===== config.mk =====
export PLATFORM = sky130hd
export DESIGN_NAME = fifo_wr_arbiter
export DESIGN_NICKNAME = d
export VERILOG_FILES = /design/src/rtl/fifo_wr_arbiter.sv
export SDC_FILE = /design/constraint.sdc
export NUM_CORES = 1
export LEC_CHECK = 0
export BUFFER_PORTS_ARGS = -buffer_cell sky130_fd_sc_hd__buf_2
export CORE_MARGIN = 2
export CORE_UTILIZATION = 30
export DETAILED_ROUTE_END_ITERATION = 16
export HOLD_SLACK_MARGIN = 0.1
export PLACE_DENSITY_LB_ADDON = 0.3
export SLEW_MARGIN = 20
export SYNTH_ARGS = -nofsm -noshare
export SYNTH_HDL_FRONTEND = slang
export SYNTH_SLANG_ARGS = --single-unit
export TNS_END_PERCENT = 100

===== constraint.sdc =====
create_clock -name clk -period 3.2 [get_ports clk]
set_input_delay 0.96 -clock clk [delete_from_list [all_inputs] [get_ports clk]]
set_output_delay 0.96 -clock clk [all_outputs]
set_load 0.05 [all_outputs]

===== src/rtl/fifo_wr_arbiter.sv =====
// Round-robin arbiter sharing one FIFO write port between NUM_REQ producers.
// An owner holds the port for up to MAX_BURST accepted words; FIFO stalls never count toward the burst.
module fifo_wr_arbiter #(
  parameter int NUM_REQ    = 4,
  parameter int DATA_WIDTH = 8,
  parameter int MAX_BURST  = 4
) (
  input  logic                          clk,
  input  logic                          reset,
  input  logic [NUM_REQ-1:0]            req,
  input  logic [NUM_REQ*DATA_WIDTH-1:0] req_data,
  input  logic                          full,
  output logic [NUM_REQ-1:0]            ack,
  output logic                          wr,
  output logic [DATA_WIDTH-1:0]         w_data,
  output logic                          gnt_valid,
  output logic [$clog2(NUM_REQ)-1:0]    gnt_id
);

  localparam int ID_W = $clog2(NUM_REQ);
  localparam int BW   = $clog2(MAX_BURST + 1);

  typedef enum logic {IDLE = 1'b0, OWN = 1'b1} state_t;

  state_t              state_r, state_n;
  logic [ID_W-1:0]     gnt_id_r, gnt_id_n;
  logic [ID_W-1:0]     prio_ptr_r, prio_ptr_n;
  logic [BW-1:0]       burst_cnt_r, burst_cnt_n;
  logic [NUM_REQ-1:0]  ack_s;
  logic                wr_s;
  logic [DATA_WIDTH-1:0] w_data_s;
  logic                release_s;
  logic [ID_W-1:0]     next_ptr_s;
  logic [ID_W:0]       pick_s;

  // Circular first-set search starting at ptr; returns {found, index}.
  function automatic logic [ID_W:0] pick(input logic [NUM_REQ-1:0] vec,
                                         input logic [ID_W-1:0]    ptr);
    logic            found;
    logic [ID_W-1:0] idx;
    int              j;
    found = 1'b0;
    idx   = '0;
    for (int i = 0; i < NUM_REQ; i++) begin
      j = (int'(ptr) + i) % NUM_REQ;
      if (!found && vec[ID_W'(j)]) begin
        found = 1'b1;
        idx   = ID_W'(j);
      end
    end
    return {found, idx};
  endfunction

  // Grant, priority pointer and burst counter registers.
  always_ff @(posedge clk or negedge reset) begin
    if (!reset) begin
      state_r     <= IDLE;
      gnt_id_r    <= '0;
      prio_ptr_r  <= '0;
      burst_cnt_r <= '0;
    end else begin
      state_r     <= state_n;
      gnt_id_r    <= gnt_id_n;
      prio_ptr_r  <= prio_ptr_n;
      burst_cnt_r <= burst_cnt_n;
    end
  end

  // Arbitration, write gating and release / hand-over decisions.
  always_comb begin
    state_n     = state_r;
    gnt_id_n    = gnt_id_r;
    prio_ptr_n  = prio_ptr_r;
    burst_cnt_n = burst_cnt_r;
    ack_s       = '0;
    wr_s        = 1'b0;
    w_data_s    = '0;
    release_s   = 1'b0;
    next_ptr_s  = (gnt_id_r == ID_W'(NUM_REQ - 1)) ? '0 : gnt_id_r + ID_W'(1);
    pick_s      = '0;
    case (state_r)
      IDLE: begin
        pick_s = pick(req, prio_ptr_r);
        if (pick_s[ID_W]) begin
          state_n     = OWN;
          gnt_id_n    = pick_s[ID_W-1:0];
          burst_cnt_n = '0;
        end else begin
          state_n = IDLE;
        end
      end
      OWN: begin
        w_data_s        = req_data[int'(gnt_id_r)*DATA_WIDTH +: DATA_WIDTH];
        wr_s            = req[gnt_id_r] & ~full;
        ack_s[gnt_id_r] = wr_s;
        if (wr_s) begin
          burst_cnt_n = burst_cnt_r + BW'(1);
        end else begin
          burst_cnt_n = burst_cnt_r;
        end
        release_s = ~req[gnt_id_r] | (wr_s & (burst_cnt_r == BW'(MAX_BURST - 1)));
        if (release_s) begin
          // The releasing owner is masked so a lone requester sees one idle cycle.
          prio_ptr_n = next_ptr_s;
          pick_s     = pick(req & ~(NUM_REQ'(1) << gnt_id_r), next_ptr_s);
          burst_cnt_n = '0;
          if (pick_s[ID_W]) begin
            gnt_id_n = pick_s[ID_W-1:0];
          end else begin
            state_n = IDLE;
          end
        end else begin
          state_n = OWN;
        end
      end
      default: begin
        state_n = IDLE;
      end
    endcase
  end

  assign ack       = ack_s;
  assign wr        = wr_s;
  assign w_data    = w_data_s;
  assign gnt_valid = (state_r == OWN);
  assign gnt_id    = gnt_id_r;

endmodule

# After elaboration in Yosys (flattened, before gate mapping)
# Cells that the tools add are included.
[totals] register_bits=8 input_bits=39 out_inout_bits=16 wordCells=127
[op_classes] add_sub_neg=8 n_lt_le_gt_ge=10 n_eq_ne=6 shift=2 muxes=72 bitwise_logic=9 n_reduce_logical=16
[op_table] cell="2-to-1 mux 1 bit" n=42
[op_table] cell="less-than comparator 2 x 4 -> 1 bit (second input constant)" n=8
[op_table] cell="indexed part select 32 x 6 -> 8 bit" n=1
[op_table] cell="2-to-1 mux 2 bit" n=12
[op_table] cell="binary-select mux 1 bit (select 2 bit)" n=9
[op_table] cell="2-to-1 mux 3 bit" n=3
[op_table] cell="adder 2 bit (second input constant)" n=4
[op_table] cell="AND 4 bit" n=2
[op_table] cell="2-to-1 mux 8 bit" n=1
[op_table] cell="logical AND 1 bit" n=7
[op_table] cell="adder 2 x 1 -> 2 bit (second input constant)" n=3
[op_table] cell="logical NOT 1 bit" n=6
[op_table] cell="case mux 3 bit (2 select lines)" n=1
[op_table] cell="2-to-1 mux 4 bit" n=1
[op_table] cell="!= test 2 x 1 -> 1 bit (second input constant)" n=2
[op_table] cell="inverter 4 bit" n=1
[op_table] cell="case mux 2 bit (2 select lines)" n=1
[op_table] cell="AND reduction 2 bit" n=2
[op_table] cell="left shift 1 x 2 -> 4 bit (first input constant)" n=1
[op_table] cell="adder 3 x 1 -> 3 bit (second input constant)" n=1
[op_table] cell="== test 3 x 2 -> 1 bit (second input constant)" n=1
[op_table] cell="less-than comparator 2 x 3 -> 1 bit (second input constant)" n=1
[op_table] cell="!= test 3 x 1 -> 1 bit (second input constant)" n=1
[op_table] cell="inverter 1 bit" n=3
[op_table] cell="8 further kinds" n=9

# Longest topological paths before layout
[logic_depth] ltp_word=27 mapped_depth=10 depth_no_buf=7

# Least setup slack after synthesis
# OpenSTA, ideal clock, no wires.
[synth_path] kind="input-to-output" startpoint="input port req[1]" endpoint="output port ack[0]" t_arrival_ns=2.562 required_time_ns=2.240 setup_slack_ns=-0.322 stages=4 path_buffers=0 cell_sequence="mux4_2 -> nand2_1 -> nor2_1 -> and2_1"
[synth_between] elab_chain_len=5
[synth_lines] element="from (decl)" line="10" text="input logic [NUM_REQ-1:0] req,"
[synth_lines] element="binary-select mux 1 bit (select 2 bit)" line="94" text="wr_s = req[gnt_id_r] & ~full;"
[synth_lines] element="2-to-1 mux 1 bit (implied by the code)" line="94"
[synth_lines] element="AND 1 bit" line="94"
[synth_lines] element="AND 4 bit (no line)"
[synth_lines] element="2-to-1 mux 4 bit" line="81" text="case (state_r)"
[synth_lines] element="to (decl)" line="13" text="output logic [NUM_REQ-1:0] ack,"
# Every way passes these cells. The select of a mux whose other input is x is not followed.

# Final worst setup path
[layout_path] startpoint="input port req[1]" endpoint="output port ack[3]"
# The elaborated chain is that of the path after synthesis.

==> impl_metrics.py <==
metrics = {
    "die": {
        "dieArea_um2": 4220,
        "core-area_um2": 3606,
        "start_util_pct": 30.92,
        "fp-row-count": 22,
        "die_w_um": 64.96,
        "die_h_um": 64.96,
        "top_level_ports": 55,
    },
    "clock_network": {
        "clk_latency_ps": 230,
        "root_buffer": "clkbuf_8",
        "cts_resized": 0,
        "cts.path.max_buffers": 2,
        "ctsHtreeMaxLevel": 1,
        "cts_tree": "done",
        "cts_setup_buffers": 0,
        "cts_sinks": 8,
        "cts_buffers": 3,
        "ctsHoldBuffers": 0,
        "clk_pin_slew_ps": 40,
    },
    "critical_path": {
        "critPathCaptureType": "primary output",
        "crit_arrival_ps": 2110,
        "required_ps": 2240,
        "crit_type": "input pin to primary output",
        "worst_setup_path_start_kind": "input pin",
        "path_max_fanout": 8,
        "r2r_cells": 8,
    },
    "global_route": {
        "grt_max_degree": 21,
        "antenna_found_initial": 0,
        "grt_pass1_wl_um": 5168,
        "grt_pass1_vias": 1138,
        "grt.total_usage_pct": 15.45,
        "grt-ovfl-total": 0,
    },
    "drt": {
        "viasPerCell": 5.103,
        "totalWireLength_um": 3098,
        "ant_nets": 0,
        "num_vias": 1143,
        "drt_iter0_markers": 43,
        "detail_route.wl_per_cell_um": 13.83,
        "drc_errors": 0,
        "drtPass1Iterations": 4,
    },
    "synth": {
        "synthXorXnorAreaFrac_pct": 0,
        "synth_mux_area_share_pct": 26.15,
        "syn_area_per_cell_um2": 9.213,
        "synth-adder-area-share_pct": 6.734,
        "synth_top_family_by_area": "simple AND/OR/NAND/NOR gates",
        "synth_compound_area_share_pct": 16.50,
        "ys_seq_area_share_pct": 17.96,
        "synth_area_leaders": "mux4_2, dfrtp_1, and2_1, ha_1, mux2_2",
        "async_flop_share_pct": 100.0,
        "synthSimpleGateAreaFrac_pct": 27.50,
        "synth_top_area_share_pct": 20.20,
        "synth_warnings": 0,
        "synth_edf_count": 0,
        "yosysUniqueCellTypes": 36,
        "synth_top_flop_cell": "dfrtp_1",
        "synth_nets": 166,
        "ys_ff_latch": 8,
        "synth_cells": 121,
        "syn_area_um2": 1115,
        "yosysTopAreaCell": "mux4_2",
    },
    "placed_design": {
        "dp.final_hpwl_um": 2553,
        "gp_congestion": 0.8741,
        "place_inst": 221,
        "io_buffers": 54,
        "place_ws_ps": 124.3,
    },
    "sta": {
        "worst_slew_pin_slew_ps": 557.0,
        "fin_crit_sh_pct": 95.94,
        "hold_viol": 0,
        "worst_slack_ps": 129.8,
        "rsz0062_at_grt": "no",
        "setup_viol": 0,
        "fmax_ghz": 0.3257,
        "tns_ps": 0,
        "relSlewSlack_pct": 62.79,
        "finalCriticalPeriod_ps": 3070,
        "slew_violations": 0,
        "whs_ps": 505.5,
        "skew_ps": 2.468,
    },
    "layout": {
        "mostFrequentLayoutCells": "buf_2, and2_1, mux4_2, nand2_1, dfrtp_1",
        "drive_gt1_share_pct": 47.16,
        "stdcell_count": 224,
        "n_antenna_cell": 0,
        "syn_to_final_growth_pct": 34.23,
        "final_common_cell": "buf_2",
        "final_nets": 223,
        "postLayoutCoreUtil_pct": 41.50,
        "fill_cells": 362,
    },
    "worst_hold_path": {
        "hold_class": "flip-flop to flip-flop",
        "holdPathStages": 1,
    },
    "power_and_ir_drop": {
        "power.density_nw_per_um2": 1075,
        "leakage_nw": 0.7069,
        "peakVddDrop_uv": 239.1,
    },
    "run": {
        "max_cap_viol_count": 0,
    },
    "run_status": {
        "status": "finished, final reports clean",
    },
}
==> critical path, cell delays in order <==
cell     delay (ps)
buf_2           140
mux4_2          480
nand2_1         130
nor2_4           50
and2_1          150
buf_2           200
==> final cells by class <==
type                            count  area, um^2  share of cell area [%]
Multi-Input combinational cell    101       864.6                   57.78
Timing Repair Buffer               60       315.3                   21.07
Sequential cell                     8       200.2                   13.38
Tap cell                           48       60.06                   4.013
Clock buffer                        3       41.29                   2.759
Inverter                            4       15.01                   1.003
==> synthesized netlist by cell type (3+ instances only) <==
| cell | count |
|---|---|
| mux2_2 | 5 |
| inv_1 | 4 |
| nand2b_1 | 6 |
| a21oi_1 | 6 |
| mux4_2 | 10 |
| dfrtp_1 | 8 |
| and2_1 | 14 |
| nand2_1 | 10 |
| a21boi_0 | 3 |
| clkbuf_1 | 3 |
| nand3_1 | 3 |
| nor2_1 | 7 |
| buf_2 | 4 |
| ha_1 | 6 |
| nor2b_1 | 5 |
| nor3_1 | 3 |
==> cell families after synthesis <==
kind of cell    Yosys count
mux                      16
fa+ha+maj                 6
compound gates           24
flops                     8
buf+inv                  12
simple gates             55
==> per-layer routing <==
metal	global-route usage [%]	part of all wire [%]
met1	19.24	44
met3	3.819	11
met5	0	0
met4	5.585	1.1
met2	25.77	44
==> flip-flops by register name, summed over array words and instances (netlist names) <==
signal / cells
gnt_valid: 1
gnt_id: 2
burst_cnt_r: 3
prio_ptr_r: 2
==> stage by stage <==
stage	total power [W]	instance area, um^2
after floorplan	0.001233	1122
after global placement	0.001474	1455
after detailed placement	0.001496	1455
after CTS	0.001618	1496
after global routing	0.001731	1496
final	0.001609	1496
==> final timing paths <==
| path | slack [ps] | start | end |
|---|---|---|---|
| setup / recovery | 130 | req[1] | ack[3] |
| hold / removal | 510 | burst_cnt_r[2] | burst_cnt_r[2] |
| setup reg to reg | 520 | gnt_id[0] | gnt_id[1] |
| hold reg to reg | 510 | burst_cnt_r[2] | burst_cnt_r[2] |
| max in group asynchronous | 2470 | reset | burst_cnt_r[1] |
| min in group asynchronous | 570 | reset | gnt_id[0] |
==> power by group <==
part / leakage (nW) / internal [W] / switching [W]
Clock: 0.0216 / 0.0000812 / 0.0000367
Sequential: 0.0960 / 0.000147 / 0.0000785
Combinational: 0.589 / 0.000504 / 0.000761
Power figures use the tool's default switching activity.
